==> config.mk <==
export PLATFORM = sky130hd
export DESIGN_NAME = stmt_arbiter
export DESIGN_NICKNAME = d
export VERILOG_FILES = /design/src/rtl/stmt_pkg.sv /design/src/rtl/rr_pick.sv /design/src/rtl/stmt_arbiter.sv
export SDC_FILE = /design/constraint.sdc
export NUM_CORES = 1
export LEC_CHECK = 0
export CAP_MARGIN = 20
export CORE_MARGIN = 2
export CORE_UTILIZATION = 38
export DETAILED_ROUTE_END_ITERATION = 10
export GPL_ROUTABILITY_DRIVEN = 0
export HOLD_SLACK_MARGIN = 0.1
export PLACE_DENSITY = 0.73
export RECOVER_POWER = 50
export SETUP_SLACK_MARGIN = 0.05
export SLEW_MARGIN = 15
export SYNTH_ARGS = -nofsm -noshare
export SYNTH_HDL_FRONTEND = slang
export SYNTH_HIERARCHICAL = 1
export SYNTH_SLANG_ARGS = --single-unit
==> constraint.sdc <==
create_clock -name clk -period 2.3 [get_ports clk]
set_clock_uncertainty 0.2 [all_clocks]
set_input_delay 0.23 -clock clk [delete_from_list [all_inputs] [get_ports clk]]
set_output_delay 0.23 -clock clk [all_outputs]
set_load 0.05 [all_outputs]
==> src/rtl/stmt_pkg.sv <==
// Shared types and constants for the statement arbiter.
// State encoding and the ASCII bytes the arbiter reacts to.
package stmt_pkg;

  typedef enum logic [2:0] {
    S_IDLE,
    S_CLR,
    S_STREAM,
    S_WAIT,
    S_REPORT
  } state_e;

  localparam logic [7:0] ASCII_SEMI = 8'h3B;
  localparam logic [7:0] ASCII_NUL  = 8'h00;

endpackage

==> src/rtl/rr_pick.sv <==
// Round-robin finder: first set request bit at or after ptr,
// wrapping modulo N.
module rr_pick #(
  parameter int N  = 2,
  parameter int IW = 1
) (
  input  logic [N-1:0]  req,
  input  logic [IW-1:0] ptr,
  output logic [IW-1:0] idx,
  output logic          any
);

  // Scan from the far end so the nearest hit wins.
  always_comb begin
    idx = '0;
    any = 1'b0;
    for (int k = N - 1; k >= 0; k--) begin
      if (req[(int'(ptr) + k) % N]) begin
        idx = IW'((int'(ptr) + k) % N);
        any = 1'b1;
      end
    end
  end

endmodule

==> src/rtl/stmt_arbiter.sv <==
// Shares one declaration checker between N character sources,
// one whole ';'-terminated statement per grant.
module stmt_arbiter
  import stmt_pkg::*;
#(
  parameter int N       = 2,
  parameter int MAX_LEN = 32,
  parameter int CHK_LAT = 1
) (
  input  logic                 clk,
  input  logic                 reset,
  input  logic [N-1:0]         req_valid,
  input  logic [8*N-1:0]       req_data,
  output logic [N-1:0]         req_ready,
  output logic [N-1:0]         res_valid,
  output logic                 res_ok,
  output logic                 res_abort,
  output logic                 chk_reset,
  output logic [7:0]           chk_in,
  input  logic                 chk_out,
  output logic                 busy,
  output logic [$clog2(N)-1:0] grant_id
);

  localparam int IW = $clog2(N);
  localparam int CW = $clog2(MAX_LEN + 1);
  localparam int LW = (CHK_LAT > 0) ? $clog2(CHK_LAT + 1) : 1;

  state_e        state_q, state_d;
  logic [IW-1:0] grant_q, grant_d;
  logic [IW-1:0] rr_q, rr_d;
  logic [IW-1:0] pick_idx;
  logic          pick_any;
  logic [CW-1:0] cnt_q, cnt_d, cnt_inc;
  logic [LW-1:0] lat_q, lat_d;
  logic          ok_q, ok_d;
  logic          abort_q, abort_d;
  logic [7:0]    chk_in_q, chk_in_d;
  logic          chk_reset_q, chk_reset_d;
  logic          busy_q;
  logic          cur_valid;
  logic [7:0]    cur_byte;

  rr_pick #(
    .N (N),
    .IW(IW)
  ) u_pick (
    .req(req_valid),
    .ptr(rr_q),
    .idx(pick_idx),
    .any(pick_any)
  );

  assign cur_valid = req_valid[grant_q];
  assign cur_byte  = req_data[{grant_q, 3'b000} +: 8];
  assign cnt_inc   = cnt_q + 1'b1;

  always_comb begin
    state_d     = state_q;
    grant_d     = grant_q;
    rr_d        = rr_q;
    cnt_d       = cnt_q;
    lat_d       = lat_q;
    ok_d        = ok_q;
    abort_d     = abort_q;
    chk_in_d    = ASCII_NUL;
    chk_reset_d = 1'b0;
    req_ready   = '0;
    res_valid   = '0;
    unique case (state_q)
      S_IDLE: begin
        if (pick_any) begin
          grant_d     = pick_idx;
          state_d     = S_CLR;
          chk_reset_d = 1'b1;
        end
      end
      S_CLR: begin
        cnt_d   = '0;
        ok_d    = 1'b0;
        abort_d = 1'b0;
        state_d = S_STREAM;
      end
      S_STREAM: begin
        req_ready[grant_q] = 1'b1;
        // A gap in the stream voids the statement.
        if (!cur_valid) begin
          ok_d        = 1'b0;
          abort_d     = 1'b1;
          chk_reset_d = 1'b1;
          state_d     = S_REPORT;
        end else begin
          chk_in_d = cur_byte;
          cnt_d    = cnt_inc;
          if (cur_byte == ASCII_SEMI) begin
            lat_d   = '0;
            state_d = S_WAIT;
          end else if (cnt_inc == CW'(MAX_LEN)) begin
            ok_d        = 1'b0;
            abort_d     = 1'b1;
            chk_reset_d = 1'b1;
            state_d     = S_REPORT;
          end
        end
      end
      S_WAIT: begin
        if (lat_q == LW'(CHK_LAT)) begin
          ok_d    = chk_out;
          state_d = S_REPORT;
        end else begin
          lat_d = lat_q + 1'b1;
        end
      end
      S_REPORT: begin
        res_valid[grant_q] = 1'b1;
        if (int'(grant_q) == N - 1) begin
          rr_d = '0;
        end else begin
          rr_d = grant_q + 1'b1;
        end
        state_d = S_IDLE;
      end
      default: state_d = S_IDLE;
    endcase
  end

  always_ff @(posedge clk) begin
    if (reset) begin
      state_q     <= S_IDLE;
      grant_q     <= '0;
      rr_q        <= '0;
      cnt_q       <= '0;
      lat_q       <= '0;
      ok_q        <= 1'b0;
      abort_q     <= 1'b0;
      chk_in_q    <= ASCII_NUL;
      chk_reset_q <= 1'b1;
      busy_q      <= 1'b0;
    end else begin
      state_q     <= state_d;
      grant_q     <= grant_d;
      rr_q        <= rr_d;
      cnt_q       <= cnt_d;
      lat_q       <= lat_d;
      ok_q        <= ok_d;
      abort_q     <= abort_d;
      chk_in_q    <= chk_in_d;
      chk_reset_q <= chk_reset_d;
      busy_q      <= (state_d != S_IDLE);
    end
  end

  assign res_ok    = (state_q == S_REPORT) & ok_q;
  assign res_abort = (state_q == S_REPORT) & abort_q;
  assign chk_in    = chk_in_q;
  assign chk_reset = chk_reset_q;
  assign busy      = busy_q;
  assign grant_id  = grant_q;

endmodule

==> results of run 1 <==
==> kinds of logic after synthesis <==
| kind of cell | after synthesis | synth area share |
|---|---|---|
| and+or+nand+nor | 71 | 0.317 |
| DFF | 24 | 0.399 |
| buffers and inverters | 9 | 0.0322 |
| AOI/OAI and AO/OA | 28 | 0.149 |
| muxes | 11 | 0.0925 |
| adders and majority gates | 1 | 0.0104 |
==> layout make-up <==
| cell class | count | area [sq um] | share of cell area |
|---|---|---|---|
| sequential | 24 | 480 | 0.285 |
| timing repair buffer | 41 | 404 | 0.240 |
| tap | 44 | 55.1 | 0.0327 |
| clock buffer | 3 | 22.5 | 0.0134 |
| inverter | 4 | 15.0 | 0.00892 |
| clock inverter | 1 | 30.0 | 0.0178 |
| multi-input combinational | 111 | 677 | 0.402 |
==> routing by layer <==
layer	up-vias	track usage
met5	-	0
met4	0	0.0540
met3	7	0.0346
met2	58	0.278
met1	544	0.188
li1	582	-
==> cell usage in the layout, fill, tap and decap left out, drive strengths merged <==
master	instances
nor2	32
clkdlybuf4s50	26
dfxtp	24
a21oi	13
mux2i	10
buf	10
nand2	9
nand3	6
o21ai	6
dlygate4sd3	4
inv	4
clkbuf	4
and3	3
or3	3
nor2b	3
nand2b	2
a311oi	2
mux2	1
nand3b	1
or3b	1
nor4	1
nand4bb	1
nand4	1
nand4b	1
o22ai	1
a22o	1
nor4b	1
and2	1
or4b	1
or2b	1
nor3	1
a211oi	1
nor3b	1
a41o	1
a21o	1
a211o	1
ha	1
bufinv	1
or2	1
a21boi	1
==> power by group through the flow <==
stage | sequential [W] | clock, W | combinational (W)
global route | 0.000466 | 0.000328 | 0.000287
detailed placement | 0.000471 | 0 | 0.000277
floorplan | 0.000502 | 0 | 0.000141
global placement | 0.000471 | 0 | 0.000275
finish | 0.000462 | 0.000310 | 0.000268
CTS | 0.000462 | 0.000317 | 0.000278
==> metrics by stage <==
stage	cells	area, sq um	util	setup WS, ns	total power [W]
2_1_floorplan	144	1200	-	0.118	0.000643
3_3_place_gp	224	1640	0.543	0.229	0.000746
3_5_place_dp	224	1640	0.543	0.199	0.000748
4_1_cts	228	1700	0.560	0.241	0.00106
5_1_grt	228	1680	0.556	0.0504	0.00108
6_report	228	1680	0.556	0.159	0.00104
==> critical path, cell delays in order, from the launching register on <==
cell and delay, ns:
dfxtp_1 0.45, nor2b_4 0.22, nand2b_1 0.22, nor2_4 0.24, a21oi_2 0.09, or4b_1 0.52, a21oi_1 0.15
==> how the worst min path moves through the flow <==
stage,start,endpoint,slack (ns),cells past startpoint
6_report,abort_q,abort_q,0.27,2
5_1_grt,abort_q,abort_q,0.29,2
4_1_cts,abort_q,abort_q,0.27,2
3_5_place_dp,abort_q,abort_q,0.25,2
3_3_place_gp,abort_q,abort_q,0.24,2
2_1_floorplan,req_data[0],chk_in[0],0.17,2
==> run metrics, run 1 <==
status=finished clean; HP Class=reg2reg; # fillers=260; min Tclk post-route=2.14 ns; period utilization=0.931; Fmax=about 0.47 GHz; met3 routed WL=268 um; Seq pwr share=0.444; Max IR drop VDD=0.000393 V; post-route setup TNS=0 ns; CP Launch Point=state_q[1]; Setup-failing EPs final=0; DR WL/cell=13.3 um; internal cell power=a little over 0.0007 W; max reg flops=8; layout cells sized above 1=0.109; total core area=3030 sq um; I/O pin count=38; Post-synth EDFFs=0; Switching Share=0.302; Synth Flop Type=dfxtp_1; Slew HR=0.661; Overflow after GRT=0; Post-synth ARST share=0; die footprint=3630 sq um; wirelength, routed=slightly above 3000 um; Final nets=approximately 210; met1 wire length=~1300 um; Post-DRT Antenna Nets=0; Worst EP required=between 2 and 2.5 ns; met2 WL post-DR=between 1000 and 1500 um; Reg2Reg Depth=6; Critical Path Fanout Max=6; Synth warnings=6; CP Class=reg2reg; maximum number of pins on one net before global-route repair=15; top-count cell post-synth=nor2_1; Fin. Hold Viols=0; Overall Global Routing Usage=0.158; worst r2r src=state_q[1]; CTS resizes=0; Post-CTS Setup Inserts=0; first-pass GRT wire length=about 4300 um; initial DRC count=60; CP endpoint kind=flip-flop; Area contributors post-synth=dfxtp_1 (40%), nor2_1 (9.7%), mux2i_1 (8.3%); Unique masters post-synth=44; vias per inst=around 5.2; CTS Hold Bufs=0; Leak=0.632 nW; clk_lat worst skew=0.33 ns; cell count after synthesis=approximately 140; Worst-path clk slew=0.14 ns; Syn Nets=166; CP Launch Type=flip-flop; total iterations of the first detailed-routing run=5; CTS buffer count=3; DR vias=1,191; Power Dens Cells=slightly above 600 nW/um^2; vias in the first global route=between 1,000 and 1,500; CTS Root Cell=clkbuf_4; Psw=0.000315 W; H-tree levels=1; initial core utilization=0.398; Die Ht=60.3 um; register area share after synthesis=0.399; area leader, netlist=dfxtp_1; DP HPWL=approximately 2300 um; num rows=20; RSZ-0062 raised after global routing=no; count of pins over their slew limit=0; R2R Setup Slk=0.16 ns; CTS tree=done; max-cap viol count=0; transition time of the tightest slew-check pin=slightly above 0.5 ns; initial antenna violation count=0; synthesis-to-finish area growth=39.9%; n_diodes=0; Synth Cell Area=1200 sq um; Die Width=60.3 um; Yosys top cell area share=0.399; critical path data arrival time=2.21 ns; Setup crit end=cnt_q[2]; Reg2Reg Capture Point=cnt_q[2]; Longest Clk Path Bufs=2; Comb pwr share=0.257; DR top layer=met4; hold slack=0.269 ns; Synth top cells by count=nor2_1 (31), dfxtp_1 (24), a21oi_1 (12); flops & latches, synth=24; CTS sink cnt=24; Clk pwr share=0.298; # DRC=0; Buffers on Ports=37; syn avg cell area=8.36 sq um
Note: power is estimated with default switching activity, not from simulation.
==> inputs of run 2 (changes only) <==
--- a/config.mk
+++ b/config.mk
@@ -5,9 +5,9 @@
 export SDC_FILE = /design/constraint.sdc
 export NUM_CORES = 1
 export LEC_CHECK = 0
-export CAP_MARGIN = 20
-export CORE_MARGIN = 2
+export CORE_MARGIN = 3
 export CORE_UTILIZATION = 38
+export CTS_BUF_LIST = sky130_fd_sc_hd__clkbuf_4 sky130_fd_sc_hd__clkbuf_8
 export DETAILED_ROUTE_END_ITERATION = 10
 export GPL_ROUTABILITY_DRIVEN = 0
 export HOLD_SLACK_MARGIN = 0.1
==> run 2 against run 1 <==
Clock-buffer cell count increased by 1. Non-clock buffer count decreased by 1. Register-to-register slack improved by 0.11 ns. Wire length increased by 1.6%. First-iteration DRC count decreased by 18%. Fmax increased by 5.7%.
==> run metrics, run 2 (synthesis results as in run 1) <==
critical path data arrival time=approximately 2.1 ns; Seq pwr share=0.483; commonest non-fill, non-tap cell in the layout=nor2_1; initial core utilization=0.418; Final nets=around 200; layout cells sized above 1=0.120; count of pins over their slew limit=0; CP Launch Type=flip-flop; transition time of the tightest slew-check pin=0.510 ns; wirelength, routed=3070 um; vias per inst=~5.3; CTS Hold Bufs=0; hold slack=0.275 ns; Fin. Hold Viols=0; Worst EP required=2.37 ns; CTS buffer count=3; HP Class=reg2reg; R2R Setup Slk=0.27 ns; Cell Chain, Critical Path=or3b_1 > mux2i_1 > nand3_1 > nand2b_1 > a311oi_1 > a211o_1; Placement Setup Slack=0.165 ns; max-cap viol count=0; Final WS setup=around 0.27 ns; Leak=roughly 0.63 nW; Psw=0.000303 W; RSZ-0062 raised after global routing=no; Max IR drop VDD=roughly 0.00033 V; CP max stage delay=0.39 ns; CTS resizes=0; CTS tree=done; # fillers=277; Worst-path clk slew=0.13 ns; most frequent cells in the layout=nor2_1 (31), clkdlybuf4s50_1 (29), dfxtp_1 (23); # DRC=0; period utilization=0.881; Power Dens Cells=572 nW/um^2; H-tree levels=1; end of the worst hold path=abort_q; max reg flops=8; total iterations of the first detailed-routing run=4; worst r2r src=cnt_q[3]; min-delay src=abort_q; first-pass GRT wire length=5220 um; Clk pwr share=0.229; CTS sink cnt=24; synthesis-to-finish area growth=39.3%; Die Width=62.3 um; initial DRC count=49; initial antenna violation count=0; I/O pin count=38; slowest stage cell, crit path=or3b_1; Fmax=between 0.4 and 0.5 GHz; Buffers on Ports=37; Post-DRT Antenna Nets=0; Setup-failing EPs final=0; worst hold stages=2; min Tclk post-route=2.03 ns; Switching Share=0.316; Die Ht=62.3 um; vias in the first global route=~1,100; Tot Pwr=between 0.0009 and 0.001 W; CP Class=reg2reg; DR vias=1,190; CTS Root Cell=clkbuf_4; CP endpoint kind=flip-flop; internal cell power=0.000656 W; status=finished clean; maximum number of pins on one net before global-route repair=14; DP HPWL=2410 um; num rows=19; clk_lat worst skew=~0.31 ns; Post-CTS Setup Inserts=0; Overflow after GRT=0; Reg2Reg Depth=6; Slew HR=0.659; DR WL/cell=13.6 um; Overall Global Routing Usage=0.160; Longest Clk Path Bufs=2; Comb pwr share=0.289; post-route setup TNS=0 ns; die footprint=roughly 3900 sq um; Reg2Reg Capture Point=busy; n_diodes=0; total core area=around 2900 sq um; Critical Path Fanout Max=6
run 2: final cells by class:
type,instances,area (sq um),area share
multi-input combinational,111,678,0.404
inverter,4,15.0,0.00896
tap,42,52.6,0.0313
clock buffer,4,36.3,0.0216
sequential,24,482,0.287
timing repair buffer,40,413,0.246
run 2: worst max-delay path by stage:
stage                       startpoint      endpoint  slack, ns  cells after the start
after floorplan               grant_id          ok_q       0.12                      7
after global placement    req_data[10]          ok_q       0.16                      6
after detailed placement  req_data[10]          ok_q       0.17                      6
after CTS                     grant_id          ok_q       0.20                      6
after global routing        state_q[0]  res_valid[1]       0.14                      4
final                         cnt_q[3]          busy       0.27                      6
run 2: per-layer routing:
layer  vias to the layer above  routed length [um]  GRT usage  part of all wire
met4                         0                  21     0.0331            0.0068
li1                        593                   -          -                 -
met3                         2                 190     0.0360             0.062
met1                       555                1370      0.201              0.44
met5                         -                   0          0                 0
met2                        40                1490      0.280              0.49
run 2: metrics by stage:
step           cells   util  instance area [sq um]
2_1_floorplan    144      -                   1200
4_1_cts          225  0.585                   1680
6_report         225  0.583                   1680
3_5_place_dp     221  0.572                   1650
5_1_grt          225  0.583                   1680
3_3_place_gp     221  0.572                   1650
run 2: critical path: cells and delay by family (launching register included):
family | cells | cell delay (ns)
multiplexers | 1 | 0.16
flip-flops | 1 | 0.38
AND/OR/NAND/NOR | 3 | 0.71
AO/OA/AOI/OAI | 2 | 0.53
run 2: power groups by stage:
stage	Clock [W]	Sequential [W]	Combinational, W
3_5_place_dp	0	0.000472	0.000278
5_1_grt	0.000248	0.000466	0.000300
4_1_cts	0.000228	0.000463	0.000279
6_report	0.000219	0.000463	0.000277
3_3_place_gp	0	0.000472	0.000275
2_1_floorplan	0	0.000502	0.000141
==> inputs of run 3 (changes only) <==
--- a/config.mk
+++ b/config.mk
@@ -11,7 +11,7 @@
 export DETAILED_ROUTE_END_ITERATION = 10
 export GPL_ROUTABILITY_DRIVEN = 0
 export HOLD_SLACK_MARGIN = 0.1
-export PLACE_DENSITY = 0.73
+export PLACE_DENSITY_LB_ADDON = 0.12
 export RECOVER_POWER = 50
 export SETUP_SLACK_MARGIN = 0.05
 export SLEW_MARGIN = 15
==> run 3 against run 2 <==
Core utilization down 0.13 points. Design area fell by 0.22%. Cell count is 0.44% higher. Wire length fell by 0.75%. Combinational power down 5%.
==> run metrics, run 3 (synthesis results as in run 1) <==
synthesis-to-finish area growth=39.0%; critical path data arrival time=~2.2 ns; Fin. Hold Viols=0; most frequent cells in the layout=nor2_1 (31), clkdlybuf4s50_1 (29), dfxtp_1 (23); wirelength, routed=between 3000 and 4000 um; total iterations of the first detailed-routing run=4; clk_lat worst skew=0.32 ns; Placement Setup Slack=around 0.16 ns; Core Util, Final=0.582; I/O pin count=38; Reg2Reg Depth=6; Final nets=a little over 200; initial core utilization=0.418; Overflow after GRT=0; Post-DRT Antenna Nets=0; DP Cell Count=222; CTS Root Cell=clkbuf_4; worst hold stages=2; Slew HR=0.605; Final WS setup=0.200 ns; CP Launch Type=flip-flop; n_diodes=0; CTS Hold Bufs=0; post-route setup TNS=0 ns; min Tclk post-route=2.10 ns; Die Ht=62.3 um; vias in the first global route=1,142; initial DRC count=63; CTS sink cnt=24; HP Class=reg2reg; Multi-input gate area=673 sq um; period utilization=0.913; commonest non-fill, non-tap cell in the layout=nor2_1; die footprint=around 3900 sq um; Overall Global Routing Usage=0.168; Worst EP required=2.37 ns; Critical Path Fanout Max=6; Longest Clk Path Bufs=2; transition time of the tightest slew-check pin=0.594 ns; hold slack=0.285 ns; DR WL/cell=around 13 um; final std cells w/o fill=between 200 and 250; # fillers=270; num rows=19; vias per inst=~5.2; CTS tree=done; Power Dens Cells=615 nW/um^2; status=finished clean; Leak=0.620 nW; total core area=2880 sq um; CTS resizes=0; # DRC=0; DR vias=1,178; max-cap viol count=0; first-pass GRT wire length=~5500 um; layout cells sized above 1=0.109; CP Class=reg2reg; maximum number of pins on one net before global-route repair=15; CTS buffer count=3; Max IR drop VDD=0.000287 V; Reg area=482 sq um; count of pins over their slew limit=0; R2R Setup Slk=0.20 ns; worst r2r src=state_q[1]; Setup-failing EPs final=0; DP HPWL=2350 um; H-tree levels=1; max reg flops=8; CP endpoint kind=flip-flop; Worst-path clk slew=0.14 ns; Die Width=62.3 um; initial antenna violation count=0; Reg2Reg Capture Point=cnt_q[2]; end of the worst hold path=abort_q; min-delay src=abort_q; Post-CTS Setup Inserts=0; Fmax=0.476 GHz; Buffers on Ports=37; RSZ-0062 raised after global routing=no
-- run 3: per-stage QoR --
stage               instance area [sq um]  total power [W]
floorplan                            1200         0.000643
global placement                     1640         0.000746
detailed placement                   1640         0.000747
CTS                                  1690          0.00105
global route                         1670          0.00108
finish                               1670          0.00103
-- run 3: worst max-delay path: stages, from the launching register on --
cell,delay [ns]
dfxtp_1,0.43
nor2b_4,0.22
nand2b_1,0.21
nor2_4,0.21
a21oi_1,0.12
or4b_1,0.53
a21oi_1,0.14
-- run 3: how the worst max path moves through the flow --
stage	start	end	slack (ns)	cells past startpoint
2_1_floorplan	grant_id	ok_q	0.12	7
3_3_place_gp	req_data[10]	ok_q	0.19	6
3_5_place_dp	req_data[2]	busy	0.16	7
4_1_cts	grant_id	busy	0.24	7
5_1_grt	state_q[1]	cnt_q[2]	0.1	6
6_report	state_q[1]	cnt_q[2]	0.20	6
-- run 3: power by group --
group	switching [W]	internal, W
Sequential	0.0000211	0.000439
Combinational	0.000156	0.000108
Clock	0.000128	0.000176
-- run 3: routing by layer --
metal,up-vias,GRT usage,wire length (um)
met3,2,0.0396,154
met2,31,0.273,1460
met5,-,0,0
li1,588,-,-
met4,0,0.0496,20
met1,557,0.222,1410
-- run 3: layout make-up --
type,instances,share of cell area
sequential,24,0.288
tap,42,0.0314
timing repair buffer,41,0.238
clock inverter,1,0.0180
multi-input combinational,111,0.402
clock buffer,3,0.0135
inverter,4,0.00898
